===== src/rtl/vga_pixel_source.sv =====
// vga_pixel_source
// ----------------
// Produces a 640x480@60 VGA pixel stream by upscaling a small image held in
// an external ROM. The horizontal and vertical counters step on each pix_en
// tick. The stream then passes through two pipeline stages:
//   stage 1: forms the ROM address and registers the sync/active flags
//   stage 2: captures the ROM word and releases colour, syncs and active
//            together
// Total latency is two pix_en ticks. Colour, syncs and active always leave
// the block on the same tick, so they never skew against each other.
//
// Optional feature: define TEST_PATTERN_EN to add the test_mode input. When
// test_mode=1, stage 2 drives eight vertical colour bars instead of img_data.
//
// Ports
//   clk         in   system clock, all logic on its rising edge
//   rst_n       in   synchronous active-low reset
//   pix_en      in   single-cycle pixel tick; all state holds when it is 0
//   test_mode   in   (TEST_PATTERN_EN only) select the colour-bar pattern
//   img_addr    out  15-bit image ROM address, registered
//   img_data    in   ROM word {r[11:8], g[7:4], b[3:0]}
//   r, g, b     out  4-bit colour channels
//   hsync       out  active-low horizontal sync
//   vsync       out  active-low vertical sync
//   active      out  high while r/g/b carry a visible pixel
//   frame_start out  one-clk pulse when pixel (0,0) reaches the outputs
module vga_pixel_source #(
  parameter int H_ACTIVE   = 640,
  parameter int V_ACTIVE   = 480,
  parameter int SCALE_LOG2 = 2
) (
  input  logic        clk,
  input  logic        rst_n,
  input  logic        pix_en,
`ifdef TEST_PATTERN_EN
  input  logic        test_mode,
`endif
  output logic [14:0] img_addr,
  input  logic [11:0] img_data,
  output logic [3:0]  r,
  output logic [3:0]  g,
  output logic [3:0]  b,
  output logic        hsync,
  output logic        vsync,
  output logic        active,
  output logic        frame_start
);

  // Horizontal and vertical timing of the fixed 800x525 raster.
  localparam logic [9:0] H_LAST       = 10'd799;
  localparam logic [9:0] V_LAST       = 10'd524;
  localparam logic [9:0] H_SYNC_START = 10'd656;
  localparam logic [9:0] H_SYNC_END   = 10'd751;
  localparam logic [9:0] V_SYNC_START = 10'd490;
  localparam logic [9:0] V_SYNC_END   = 10'd491;
  localparam logic [9:0] H_ACT        = 10'(H_ACTIVE);
  localparam logic [9:0] V_ACT        = 10'(V_ACTIVE);

  // Width of one image row in ROM words. This is a constant, so the
  // row * IMG_W product folds to a fixed shift-add network.
  localparam logic [14:0] IMG_W = 15'(H_ACTIVE >> SCALE_LOG2);

  // Raster counters
  logic [9:0]  hcnt_q, hcnt_d;
  logic [9:0]  vcnt_q, vcnt_d;

  // Stage 1 registers
  logic [14:0] addr1_q, addr1_d;
  logic        hsync1_q, hsync1_d;
  logic        vsync1_q, vsync1_d;
  logic        active1_q, active1_d;
  logic        first1_q, first1_d;

  // Stage 2 registers (the outputs)
  logic [11:0] colour_q, colour_d;
  logic        hsync_q, hsync_d;
  logic        vsync_q, vsync_d;
  logic        active_q, active_d;
  logic        frame_start_q, frame_start_d;

  // Values decoded from the current counter position
  logic        visible;
  logic        hsync_raw;
  logic        vsync_raw;
  logic [14:0] row_idx;
  logic [14:0] col_idx;
  logic [14:0] addr_calc;

`ifdef TEST_PATTERN_EN
  logic [2:0]  bar1_q, bar1_d;
  logic [2:0]  bar_idx;
  logic [11:0] bar_colour;

  // Each bar is 80 pixels wide, so the bar index is the number of
  // 80-pixel boundaries the counter has passed.
  always_comb begin
    bar_idx = 3'd0;
    for (int k = 1; k < 8; k++) begin
      if (hcnt_q >= 10'(k * 80)) begin
        bar_idx = 3'(k);
      end
    end
  end

  // Bar order is white, yellow, cyan, green, magenta, red, blue, black.
  // Each channel is therefore a single (inverted) bit of the bar index.
  assign bar_colour = {{4{~bar1_q[1]}}, {4{~bar1_q[2]}}, {4{~bar1_q[0]}}};
`endif

  assign visible   = (hcnt_q < H_ACT) && (vcnt_q < V_ACT);
  assign hsync_raw = !((hcnt_q >= H_SYNC_START) && (hcnt_q <= H_SYNC_END));
  assign vsync_raw = !((vcnt_q >= V_SYNC_START) && (vcnt_q <= V_SYNC_END));
  assign row_idx   = 15'(vcnt_q >> SCALE_LOG2);
  assign col_idx   = 15'(hcnt_q >> SCALE_LOG2);
  // The 15-bit context truncates the address to 15 bits.
  assign addr_calc = row_idx * IMG_W + col_idx;

  always_comb begin
    hcnt_d        = hcnt_q;
    vcnt_d        = vcnt_q;
    addr1_d       = addr1_q;
    hsync1_d      = hsync1_q;
    vsync1_d      = vsync1_q;
    active1_d     = active1_q;
    first1_d      = first1_q;
    colour_d      = colour_q;
    hsync_d       = hsync_q;
    vsync_d       = vsync_q;
    active_d      = active_q;
    // frame_start is a pulse rather than a held value. It therefore drops
    // on the clk after it was raised, even if pix_en stays low.
    frame_start_d = pix_en & first1_q;
`ifdef TEST_PATTERN_EN
    bar1_d        = bar1_q;
`endif

    if (pix_en) begin
      // Raster counters
      if (hcnt_q == H_LAST) begin
        hcnt_d = '0;
        vcnt_d = (vcnt_q == V_LAST) ? '0 : vcnt_q + 10'd1;
      end else begin
        hcnt_d = hcnt_q + 10'd1;
      end

      // Stage 1: the address is only refreshed inside the visible area,
      // so the ROM is never read out of range during blanking.
      if (visible) begin
        addr1_d = addr_calc;
      end
      hsync1_d  = hsync_raw;
      vsync1_d  = vsync_raw;
      active1_d = visible;
      first1_d  = (hcnt_q == '0) && (vcnt_q == '0);
`ifdef TEST_PATTERN_EN
      bar1_d    = bar_idx;
`endif

      // Stage 2: img_data already corresponds to addr1_q
      colour_d = active1_q ? img_data : 12'h000;
`ifdef TEST_PATTERN_EN
      if (test_mode) begin
        colour_d = active1_q ? bar_colour : 12'h000;
      end
`endif
      hsync_d  = hsync1_q;
      vsync_d  = vsync1_q;
      active_d = active1_q;
    end
  end

  always_ff @(posedge clk) begin
    if (!rst_n) begin
      hcnt_q        <= '0;
      vcnt_q        <= '0;
      addr1_q       <= '0;
      hsync1_q      <= 1'b1;
      vsync1_q      <= 1'b1;
      active1_q     <= 1'b0;
      first1_q      <= 1'b0;
      colour_q      <= '0;
      hsync_q       <= 1'b1;
      vsync_q       <= 1'b1;
      active_q      <= 1'b0;
      frame_start_q <= 1'b0;
`ifdef TEST_PATTERN_EN
      bar1_q        <= '0;
`endif
    end else begin
      hcnt_q        <= hcnt_d;
      vcnt_q        <= vcnt_d;
      addr1_q       <= addr1_d;
      hsync1_q      <= hsync1_d;
      vsync1_q      <= vsync1_d;
      active1_q     <= active1_d;
      first1_q      <= first1_d;
      colour_q      <= colour_d;
      hsync_q       <= hsync_d;
      vsync_q       <= vsync_d;
      active_q      <= active_d;
      frame_start_q <= frame_start_d;
`ifdef TEST_PATTERN_EN
      bar1_q        <= bar1_d;
`endif
    end
  end

  assign img_addr    = addr1_q;
  assign r           = colour_q[11:8];
  assign g           = colour_q[7:4];
  assign b           = colour_q[3:0];
  assign hsync       = hsync_q;
  assign vsync       = vsync_q;
  assign active      = active_q;
  assign frame_start = frame_start_q;

endmodule

===== config.mk =====
export PLATFORM = sky130hd
export DESIGN_NAME = vga_pixel_source
export DESIGN_NICKNAME = d
export VERILOG_FILES = /design/src/rtl/vga_pixel_source.sv
export SDC_FILE = /design/constraint.sdc
export NUM_CORES = 1
export LEC_CHECK = 0
export CORE_MARGIN = 4
export CORE_UTILIZATION = 48
export DETAILED_ROUTE_END_ITERATION = 12
export PLACE_DENSITY_LB_ADDON = 0.25
export SLEW_MARGIN = 10
export SYNTH_ARGS = -nofsm -noshare
export SYNTH_HDL_FRONTEND = slang
export SYNTH_SLANG_ARGS = --single-unit

===== constraint.sdc =====
create_clock -name clk -period 2.55 [get_ports clk]
set_input_delay 0.6375 -clock clk [delete_from_list [all_inputs] [get_ports clk]]
set_output_delay 0.6375 -clock clk [all_outputs]
set_load 0.02 [all_outputs]

; ---- Yosys cells after proc, flatten, opt, wreduce, memory -nomap -nowiden
; Cells that the tools add are included.
[totals]
reg_bits = 55
in_bits = 15
output_inout_bits = 31
elab_cells = 38
[classes]
n_addsub = 3
n_mul = 1
magnitude_cmp = 6
n_eq_ne = 2
muxes = 3
n_bitwise = 1
reduce_logical = 10
[ops]
columns = cell, count
row1 = adder 10 x 1 -> 10 bit (second input constant), 2
row2 = == test 10 bit (second input constant), 2
row3 = zero test 10 bit, 2
row4 = two-way mux 10 bit, 2
row5 = adder 15 x 8 -> 15 bit, 1
row6 = two-way mux 12 bit, 1
row7 = >= comparator 10 bit (second input constant), 1
row8 = >= comparator 10 x 9 -> 1 bit (second input constant), 1
row9 = <= comparator 10 bit (second input constant), 1
row10 = <= comparator 10 x 9 -> 1 bit (second input constant), 1
row11 = less-than comparator 10 bit (second input constant), 1
row12 = less-than comparator 10 x 9 -> 1 bit (second input constant), 1
row13 = multiplier 8 x 3 -> 10 bit (second input constant), 1
row14 = logical AND 1 bit, 4
row15 = AND reduction 2 bit, 2
row16 = zero test 1 bit, 2
row17 = bitwise AND 1 bit, 1

; ---- Depth between registers and ports, before layout
; Gate-level depths: netlist of run 1.
[logic_depth]
word_depth = 3
mapped_depth = 8
mapped_depth_nobuf = 8

; ---- Worst setup path after synthesis of run 1
; No wires, ideal clock.
[synth_path]
kind = reg-to-reg
from = register vcnt_q[5]
to = register addr1_q[14] (netlist: img_addr[14])
setup_ns = 0.074
t_arrival_ns = 2.643
required_ns = 2.476
slack_ns = -0.167
stages_incl_launch_ff = 9
path_buffers = 0
synth_period_minus_slack_ns = 2.717
path_cell_list = dfxtp_1 ha_1 ha_1 fa_1 a211oi_2 o22ai_1 or4_1 or3_1 a31oi_1
[synth_between]
elab_chain_cells = 3
word_cells_on_any_way = 5
classes_between = add/sub: 1 / mul: 1 / order compare: 1 / reduce/logical: 2
[synth_rtl]
columns = item, line
row1 = "start, declared", 65  ; logic [9:0] vcnt_q, vcnt_d;
row2 = "start signal, assigned", 191  ; vcnt_q <= vcnt_d;
row3 = "parallel branches: the longest is 3 deep, another holds adder 15 x 8 -> 15 bit", -
row4 = "end signal, assigned", 192  ; addr1_q <= addr1_d;
row5 = "end, declared", 68  ; logic [14:0] addr1_q, addr1_d;
; Several ways; the timed one is not identified.
; A chain may end at the register's enable or synchronous reset.

; ---- Worst setup path after layout of run 1
; Ends and elaborated chain as after synthesis.

==> impl_metrics.json, run 1 <==
{
  "p_int_mw": 1.14,
  "hpwl_mm": 4.82,
  "antenna_found_initial": 0,
  "grt_pass1_vias": 2377,
  "r2r_cells": 8,
  "synth_top_area_cell": "dfxtp_1",
  "p_seq_frac": 0.579,
  "drive_gt1_frac": 0.161,
  "layout.nets": 427,
  "rsz0062_at_grt": "yes",
  "fin_crit_ns": 2.59,
  "grt_usage": 0.184,
  "max_stage_delay_ns": 0.54,
  "max_freq_mhz": 386,
  "yosysTopAreaCellShare": 0.389,
  "r2r-start": "vcnt_q[5]",
  "crit_arrival_ns": 2.83,
  "io-pin-count": 46,
  "power.leakage_nw": 1.43,
  "clock_path_buffers": 2,
  "cts_setup_buffers": 0,
  "drtPass1Iterations": 4,
  "pwr-share-clk": 0.332,
  "tightest_slew_ns": 0.527,
  "p_total_mw": 1.52,
  "slew_viol_final": 0,
  "cts_tree": "done",
  "crit_top_cell": "ha_4",
  "yosys_register_bits": 55,
  "worstSetupPathType": "reg -> reg",
  "worstPathRequired_ns": 2.79,
  "cp_top_family": "adder cells",
  "setup_viol": 1,
  "synth_edf_count": 0,
  "synth_area_um2": 2830,
  "power.switching_uw": 382,
  "yosysSeqAreaShare": 0.389,
  "crit_fanout": 2,
  "hp-class": "reg -> reg",
  "routed_wl_mm": 6.42,
  "avgRoutedWirePerCell_um": 13.8,
  "finalCritPeriodShare": 1.02,
  "crit_slowest_cell": "fa_2",
  "ant_nets": 0,
  "grt_pass1_wl_mm": 11.0,
  "holdBufCountCts": 0,
  "clock_sinks": 55,
  "violations": "negative setup slack",
  "ys_types": 58,
  "post-route-util": 0.660,
  "synth_area_leaders": "dfxtp_1 39%, ha_1 8.4%, nor2_1 5.6%, nand2_1 5.2%, a21oi_1 3.7%",
  "path_cells": "ha_4 > ha_4 > fa_2 > o211a_1 > nand3_2 > or4_4 > or3_1 > a31oi_1",
  "timing.rr.end": "img_addr[14]",
  "drv_cap": 0,
  "cp-end-kind": "register",
  "p_sw_frac": 0.250,
  "die_height_um": 84.8,
  "fin_ws_ns": -0.0427,
  "clk_latency_ns": 0.31,
  "crit_start": "vcnt_q[5]",
  "initial_core_util": 0.505,
  "die_width_um": 84.8,
  "num_antenna_cells": 0,
  "grt_max_degree": 22,
  "drc": 0,
  "drtIter0Drc": 148,
  "vias_per_cell": 5.45,
  "ys.flop_type": "dfxtp_1",
  "synthCells": 326,
  "vias": 2529,
  "startpoint_type": "register",
  "cts_htree_levels": 2,
  "fin_cells": 464,
  "yosysWarnings": 0,
  "fin_worst_skew_ns": 0.00955,
  "async_flop_share": 0,
  "syn-num-nets": 362,
  "area_delta_synth_final_pct": 30.7,
  "p_comb_frac": 0.089,
  "reg2reg_slack_ns": -0.04,
  "path_depth": 8,
  "grt_overflow": 0,
  "cp_num_buf_inv": 0,
  "path_clk_slew_ns": 0.11,
  "dieArea_um2": 7190,
  "slew_headroom": 0.644,
  "cts_made_buffers": 5,
  "port_buffers": 45,
  "coreArea_um2": 5610,
  "dp_cells": 456,
  "hold_viol": 0,
  "gp_congestion": 0.830,
  "powerDensity_nw_per_um2": 412,
  "cts-root-buf": "clkbuf_8",
  "ir_worst_vdd_uv": 522,
  "postSynthAreaPerCell_um2": 8.69,
  "endpoint": "img_addr[14]",
  "core.rowCount": 27,
  "status": "complete, but fails checks"
}
[synth_stat cells (all sizes together) (2+ instances only)]
cell type  count
nand4          6
nor4          10
nor3           6
or4b           3
o21ba          3
nand2         39
or4            4
nand3          8
inv           11
xnor2          9
buf            4
dfxtp         55
or3            3
a21oi         21
nor2b          2
fa             2
a311oi         2
a22oi         12
and3           3
and2           3
o21ai         12
ha            19
a211oi         4
mux2i          3
nor2          42
clkbuf        11
xor2          10
[area by class of cell]
cell class	count	area [um2]
Clock buffer	5	68.8
Clock inverter	3	27.5
Fill cell	474	1910
Inverter	12	45.0
Multi-Input combinational cell	244	1690
Sequential cell	55	1110
Tap cell	72	90.1
Timing Repair Buffer	73	673
[registers in the layout, indices dropped and copies added, names as in the netlist]
| name | count |
|---|---|
| frame_start | 1 |
| hsync | 1 |
| vcnt_q | 10 |
| hsync1_q | 1 |
| vsync | 1 |
| active | 1 |
| first1_q | 1 |
| img_addr | 15 |
| hcnt_q | 10 |
| vsync1_q | 1 |
| active1_q | 1 |
| colour_q | 12 |
[layout by cell type, fill, tap and decap left out, types with 2 or more instances in the layout]
master	netlist	routed
dfxtp_1	55	51
clkdlybuf4s50_1	0	45
nor2_1	42	42
nand2_1	39	39
buf_4	0	27
a21oi_1	21	21
ha_1	19	15
a22oi_1	12	12
inv_1	11	11
o21ai_0	11	10
xnor2_1	9	9
xor2_1	10	9
nor4_1	8	8
nand3_1	7	6
nor3_1	6	6
nand4_1	5	5
clkbuf_8	0	5
and2_1	3	3
and3_1	3	3
mux2i_1	3	3
dfxtp_2	0	3
or4b_1	2	2
or4_4	1	2
a211oi_4	0	2
nor2b_1	2	2
o21ba_1	2	2
nand3_2	1	2
a311oi_1	2	2
a211oi_1	2	2
or3_2	2	2
or4_1	3	2
ha_2	0	2
ha_4	0	2
[cell families after synthesis]
| kind of cell | synth area share |
|---|---|
| and+or+nand+nor | 0.249 |
| AOI/OAI and AO/OA | 0.151 |
| DFF | 0.389 |
| buffers and inverters | 0.0393 |
| adders and majority gates | 0.0981 |
| xor gates and xnor gates | 0.0587 |
| muxes | 0.0159 |
[power by group through the flow]
stage	Sequential [mW]	Combinational, mW	Clock, mW
floorplan	0.915	0.0542	0
global placement	0.902	0.135	0
detailed placement	0.903	0.136	0
CTS	0.883	0.137	0.526
global route	0.885	0.148	0.552
finish	0.883	0.136	0.506
[worst min path at each step]
stage	from	end	slack, ns	cells after the start
4_1_cts	img_addr[4]	img_addr[4]	0.46	2
6_report	img_addr[4]	img_addr[4]	0.46	2
2_1_floorplan	first1_q	first1_q	0.44	2
5_1_grt	img_addr[7]	img_addr[7]	0.48	2
3_3_place_gp	img_addr[4]	img_addr[4]	0.44	2
3_5_place_dp	img_addr[7]	img_addr[7]	0.45	2
[worst reg2reg max path, cell delays in order (launching register included)]
cell and delay, ns:
dfxtp_4 0.36, ha_4 0.24, ha_4 0.16, fa_2 0.54, o211a_1 0.17, nand3_2 0.08, or4_4 0.48, or3_1 0.35
a31oi_1 0.13
[per-layer routing]
| metal | GRT usage | wire [um] |
|---|---|---|
| met5 | 0 | 0 |
| met4 | 0.0374 | 47 |
| met3 | 0.0437 | 402 |
| met2 | 0.298 | 2980 |
| met1 | 0.252 | 3000 |
[per-stage QoR]
| stage | TNS [ns] | area (um2) | hold WS [ns] | worst slack, ns |
|---|---|---|---|---|
| 3_5_place_dp | -0.112 | 3570 | 0.447 | -0.0687 |
| 4_1_cts | -0.0640 | 3670 | 0.463 | -0.0526 |
| 2_1_floorplan | -0.0384 | 2880 | 0.437 | -0.0384 |
| 6_report | -0.0427 | 3700 | 0.459 | -0.0427 |
| 5_1_grt | -0.187 | 3700 | 0.476 | -0.129 |
| 3_3_place_gp | -0.0301 | 3570 | 0.444 | -0.0209 |
[timing repair]
action / in CTS / in global routing
pin swaps: 1 / 0
setup endpoints to repair: 1 / 2
resized for setup: 1 / 6
Power figures use the tool's default switching activity.
==> run 2, diff against run 1 <==
--- a/config.mk
+++ b/config.mk
@@ -9,6 +9,7 @@
 export CORE_UTILIZATION = 48
 export DETAILED_ROUTE_END_ITERATION = 12
 export PLACE_DENSITY_LB_ADDON = 0.25
+export REMOVE_ABC_BUFFERS = 1
 export SLEW_MARGIN = 10
 export SYNTH_ARGS = -nofsm -noshare
 export SYNTH_HDL_FRONTEND = slang
==> run 2 against run 1 <==
Effect of this change: the flow still finishes with violations (negative setup slack); sequential share of layout area fell by 0.93 points; non-clock buffer count rose by 9; clock skew rose by 0.0013 ns; global-route usage rose by 1.2 points; largest power group unchanged; total power rose by 5.6%; register-to-register slack got worse by 0.03 ns; clock power rose by 17%; largest cell class unchanged.
==> impl_metrics.json, run 2 (synthesis results as in run 1) <==
{
  "worstSetupPathType": "reg -> reg",
  "initial_core_util": 0.505,
  "drc": 0,
  "die_height_um": 84.8,
  "clock_path_buffers": 2,
  "finalCritPeriodShare": 1.03,
  "clk_latency_ns": 0.31,
  "layout.nets": 436,
  "grt_overflow": 0,
  "crit_arrival_ns": 2.86,
  "slew_viol_final": 0,
  "hpwl_mm": 5.07,
  "r2r_cells": 8,
  "multi_input_area_um2": 1710,
  "min_from": "img_addr[10]",
  "drtPass1Iterations": 4,
  "fin_crit_ns": 2.62,
  "grt_pass1_wl_mm": 11.6,
  "startpoint_type": "register",
  "vias_per_cell": 5.44,
  "drive_gt1_frac": 0.182,
  "p_sw_frac": 0.232,
  "timing.rr.end": "img_addr[14]",
  "fin_worst_skew_ns": 0.0108,
  "cts-root-buf": "clkbuf_8",
  "power.leakage_nw": 1.47,
  "grt_usage": 0.196,
  "dieArea_um2": 7190,
  "ir_worst_vdd_uv": 289,
  "reg2reg_slack_ns": -0.07,
  "fin_cells": 473,
  "r2r-start": "vcnt_q[5]",
  "min_path_cells": 2,
  "p_int_mw": 1.24,
  "num_antenna_cells": 0,
  "drv_cap": 0,
  "regArea_um2": 1100,
  "worstPathRequired_ns": 2.79,
  "coreArea_um2": 5610,
  "violations": "negative setup slack",
  "setup_viol": 1,
  "grt_max_degree": 21,
  "antenna_found_initial": 0,
  "fin_ws_ns": -0.0690,
  "pwr-share-clk": 0.367,
  "powerDensity_nw_per_um2": 423,
  "rsz0062_at_grt": "yes",
  "area_delta_synth_final_pct": 34.4,
  "avgRoutedWirePerCell_um": 14.7,
  "grt_pass1_vias": 2447,
  "crit_fanout": 2,
  "mostFrequentLayoutCell": "dfxtp_1",
  "setup-tns-final_ns": -0.0690,
  "cp-end-kind": "register",
  "drtIter0Drc": 103,
  "power.switching_uw": 374,
  "vias": 2571,
  "holdBufCountCts": 0,
  "clock_sinks": 55,
  "core.rowCount": 27,
  "post-route-util": 0.679,
  "cts_htree_levels": 2,
  "max_freq_mhz": 382,
  "final_cell_mix": "52 x dfxtp_1, 45 x clkdlybuf4s50_1, 42 x nor2_1",
  "routed_wl_mm": 6.93,
  "dp_cells": 462,
  "gp_congestion": 0.872,
  "tightest_slew_ns": 0.458,
  "largest_register_ffs": 15,
  "die_width_um": 84.8,
  "status": "complete, but fails checks",
  "cts_made_buffers": 5,
  "nFillCells": 466,
  "path_clk_slew_ns": 0.10,
  "cts_tree": "done",
  "post-place-ws_ns": -0.144,
  "hp-class": "reg -> reg",
  "p_seq_frac": 0.549,
  "hold_viol": 0,
  "ant_nets": 0,
  "port_buffers": 45,
  "p_comb_frac": 0.084,
  "io-pin-count": 46,
  "slew_headroom": 0.692,
  "min_to": "img_addr[10]"
}
[run 2: cell types whose count changed in the layout (fill, tap and decap cells not counted), sizes merged]
| cell | change |
|---|---|
| bufinv | +1 |
| clkinv | -1 |
| buf | +9 |
[run 2: per-stage QoR]
stage | instance area, um2 | total power, mW | hold slack [ns]
5_1_grt | 3810 | 1.68 | 0.491
3_3_place_gp | 3570 | 1.04 | 0.440
6_report | 3810 | 1.61 | 0.457
2_1_floorplan | 2770 | 0.962 | 0.437
4_1_cts | 3780 | 1.62 | 0.457
3_5_place_dp | 3570 | 1.04 | 0.446
[run 2: cell type report]
type / count / share of cell area
Multi-Input combinational cell: 244 / 0.449
Sequential cell: 55 / 0.290
Timing Repair Buffer: 82 / 0.195
Tap cell: 72 / 0.0237
Clock buffer: 5 / 0.0181
Clock inverter: 3 / 0.0122
Inverter: 12 / 0.0118
[run 2: repair_timing]
item,4_1_cts,5_1_grt
pin swaps,8,0
gates resized for setup,10,6
setup buffers,3,0
endpoints found under the setup margin,3,2
[run 2: critical path, stage by stage, from the launching register on]
cell and delay, ns:
dfxtp_2 0.35, ha_4 0.24, ha_4 0.16, fa_2 0.54, o211a_1 0.18, nand3_2 0.09
or4_4 0.49, or3_1 0.37, a31oi_1 0.12
[run 2: power groups by stage]
| stage | registers (mW) | logic (mW) | clock network, mW |
|---|---|---|---|
| after detailed placement | 0.904 | 0.136 | 0 |
| after CTS | 0.884 | 0.137 | 0.604 |
| after floorplan | 0.916 | 0.0459 | 0 |
| final | 0.884 | 0.136 | 0.591 |
| after global routing | 0.886 | 0.146 | 0.645 |
| after global placement | 0.903 | 0.134 | 0 |
[run 2: worst max path at each step]
stage,startpoint,to,depth (start not counted)
floorplan,vcnt_q[5],img_addr[14],8
global placement,vcnt_q[3],img_addr[14],8
detailed placement,vcnt_q[3],img_addr[14],8
CTS,vcnt_q[5],img_addr[14],8
global route,vcnt_q[7],img_addr[14],8
finish,vcnt_q[5],img_addr[14],8
[run 2: layer usage]
metal	global-route usage	share of wire
met5	0	0
met2	0.330	0.49
met4	0.0561	0.012
met3	0.0456	0.057
met1	0.251	0.44
==> run 3, diff against run 2 <==
--- a/config.mk
+++ b/config.mk
@@ -5,8 +5,11 @@
 export SDC_FILE = /design/constraint.sdc
 export NUM_CORES = 1
 export LEC_CHECK = 0
+export ABC_CLOCK_PERIOD_IN_PS = 2550
+export CORE_ASPECT_RATIO = 0.6
 export CORE_MARGIN = 4
 export CORE_UTILIZATION = 48
+export CTS_CLUSTER_SIZE = 8
 export DETAILED_ROUTE_END_ITERATION = 12
 export PLACE_DENSITY_LB_ADDON = 0.25
 export REMOVE_ABC_BUFFERS = 1
==> run 3 against run 2 <==
Effect of this change: the flow still finishes with violations (negative setup slack); total power decreased by 5.3%; design area shrank 1.0%; first-iteration DRC count is 110% higher; critical path depth unchanged; non-clock buffer count decreased by 3; register-to-register slack improved by 0.05 ns; global-route usage rose by 0.30 points; count of clock-buffer cells in the layout did not move.
==> impl_metrics.json, run 3 (synthesis results as in run 1) <==
{
  "worstPathRequired_ns": 2.80,
  "antenna_found_initial": 0,
  "finalCritPeriodShare": 1.01,
  "grt_max_degree": 35,
  "crit_arrival_ns": 2.82,
  "grt_overflow": 0,
  "final_cell_mix": "52 x dfxtp_1, 45 x clkdlybuf4s50_1, 42 x nor2_1",
  "grt_pass1_vias": 2369,
  "p_int_mw": 1.14,
  "power.leakage_nw": 1.44,
  "crit_fanout": 2,
  "initial_core_util": 0.501,
  "hold_viol": 0,
  "crit_slowest_cell": "fa_2",
  "vias_per_cell": 5.44,
  "fin_ws_ns": -0.0177,
  "powerDensity_nw_per_um2": 405,
  "max_stage_delay_ns": 0.54,
  "clock_path_buffers": 2,
  "dieArea_um2": 7230,
  "gp_congestion": 0.846,
  "mostFrequentLayoutCell": "dfxtp_1",
  "drtPass1Iterations": 4,
  "p_comb_frac": 0.089,
  "max_freq_mhz": 389,
  "cts_tree": "done",
  "num_antenna_cells": 0,
  "grt_pass1_wl_mm": 11.4,
  "fin_worst_skew_ns": 0.00820,
  "post-route-util": 0.667,
  "hpwl_mm": 5.28,
  "startpoint_type": "register",
  "multi_input_area_um2": 1710,
  "worstSetupPathType": "reg -> reg",
  "die_height_um": 67.5,
  "tightest_slew_ns": 0.490,
  "drive_gt1_frac": 0.173,
  "p_seq_frac": 0.580,
  "ir_worst_vdd_uv": 270,
  "status": "complete, but fails checks",
  "largest_register_ffs": 15,
  "rsz0062_at_grt": "yes",
  "power.switching_uw": 387,
  "slew_headroom": 0.670,
  "drv_cap": 0,
  "die_width_um": 107,
  "hp-class": "reg -> reg",
  "grt_usage": 0.199,
  "area_delta_synth_final_pct": 33.0,
  "regArea_um2": 1100,
  "cp_top_family": "adder cells",
  "setup-tns-final_ns": -0.0177,
  "layout.nets": 433,
  "p_sw_frac": 0.254,
  "path_cells": "ha_4 > ha_4 > fa_2 > o211a_1 > nand3_2 > or4_4 > or3_1 > a31oi_1",
  "setup_viol": 1,
  "crit_top_cell": "ha_4",
  "clock_sinks": 55,
  "drc": 0,
  "post-place-ws_ns": -0.119,
  "io-pin-count": 46,
  "avgRoutedWirePerCell_um": 14.9,
  "routed_wl_mm": 7.12,
  "ant_nets": 0,
  "fin_crit_ns": 2.57,
  "slew_viol_final": 0,
  "pwr-share-clk": 0.331,
  "core.rowCount": 21,
  "vias": 2598,
  "path_clk_slew_ns": 0.10,
  "holdBufCountCts": 0,
  "port_buffers": 45,
  "cts_made_buffers": 5,
  "cts_htree_levels": 2,
  "cp-end-kind": "register",
  "nFillCells": 470,
  "clk_latency_ns": 0.32,
  "cp_num_buf_inv": 0,
  "violations": "negative setup slack",
  "drtIter0Drc": 215,
  "cts-root-buf": "clkbuf_8",
  "coreArea_um2": 5650
}
run 3: what timing repair did:
item                                    in CTS  in global routing
gates resized for setup                      4                 12
pin swaps                                    0                  6
buffers inserted                             0                  2
endpoints found under the setup margin       2                  3
run 3: final timing paths:
path | from | end | slack, ns | cells past startpoint
min reg2reg | img_addr[10] | img_addr[10] | 0.45 | 2
min | img_addr[10] | img_addr[10] | 0.45 | 2
max reg2reg | vcnt_q[3] | img_addr[14] | -0.02 | 8
max | vcnt_q[3] | img_addr[14] | -0.02 | 8
run 3: metrics by stage:
stage          total power, mW  instance area [um2]  cells  hold WS (ns)
6_report                  1.52                 3770    478         0.455
5_1_grt                   1.58                 3770    478         0.479
4_1_cts                   1.53                 3680    476         0.458
3_5_place_dp              1.04                 3570    468         0.444
3_3_place_gp              1.04                 3570    468         0.438
2_1_floorplan            0.962                 2770    311         0.437
run 3: worst reg2reg max path, cell delays in order (launching register included):
cell and delay (ns):
dfxtp_2 0.35, ha_4 0.24, ha_4 0.16, fa_2 0.54, o211a_1 0.18, nand3_2 0.09
or4_4 0.49, or3_1 0.35, a31oi_1 0.12
run 3: metal layers:
layer	GRT usage	up-vias	routed length (um)
met4	0.0542	0	72
met3	0.0392	6	467
met1	0.292	1229	3560
met5	0	-	0
li1	-	1296	-
met2	0.298	67	3020
run 3: power groups by stage:
stage / Clock (mW) / Combinational [mW] / Sequential [mW]
4_1_cts: 0.506 / 0.137 / 0.884
5_1_grt: 0.542 / 0.147 / 0.887
2_1_floorplan: 0 / 0.0459 / 0.916
6_report: 0.505 / 0.136 / 0.884
3_5_place_dp: 0 / 0.136 / 0.904
3_3_place_gp: 0 / 0.134 / 0.903
run 3: final cells by class:
type | instances | share of cell area
multi-input cells | 244 | 0.453
flip-flops and latches | 55 | 0.293
repair buffers | 79 | 0.191
well taps | 80 | 0.0266
clock buffers | 5 | 0.0183
inverters | 12 | 0.0120
clock inverters | 3 | 0.00631
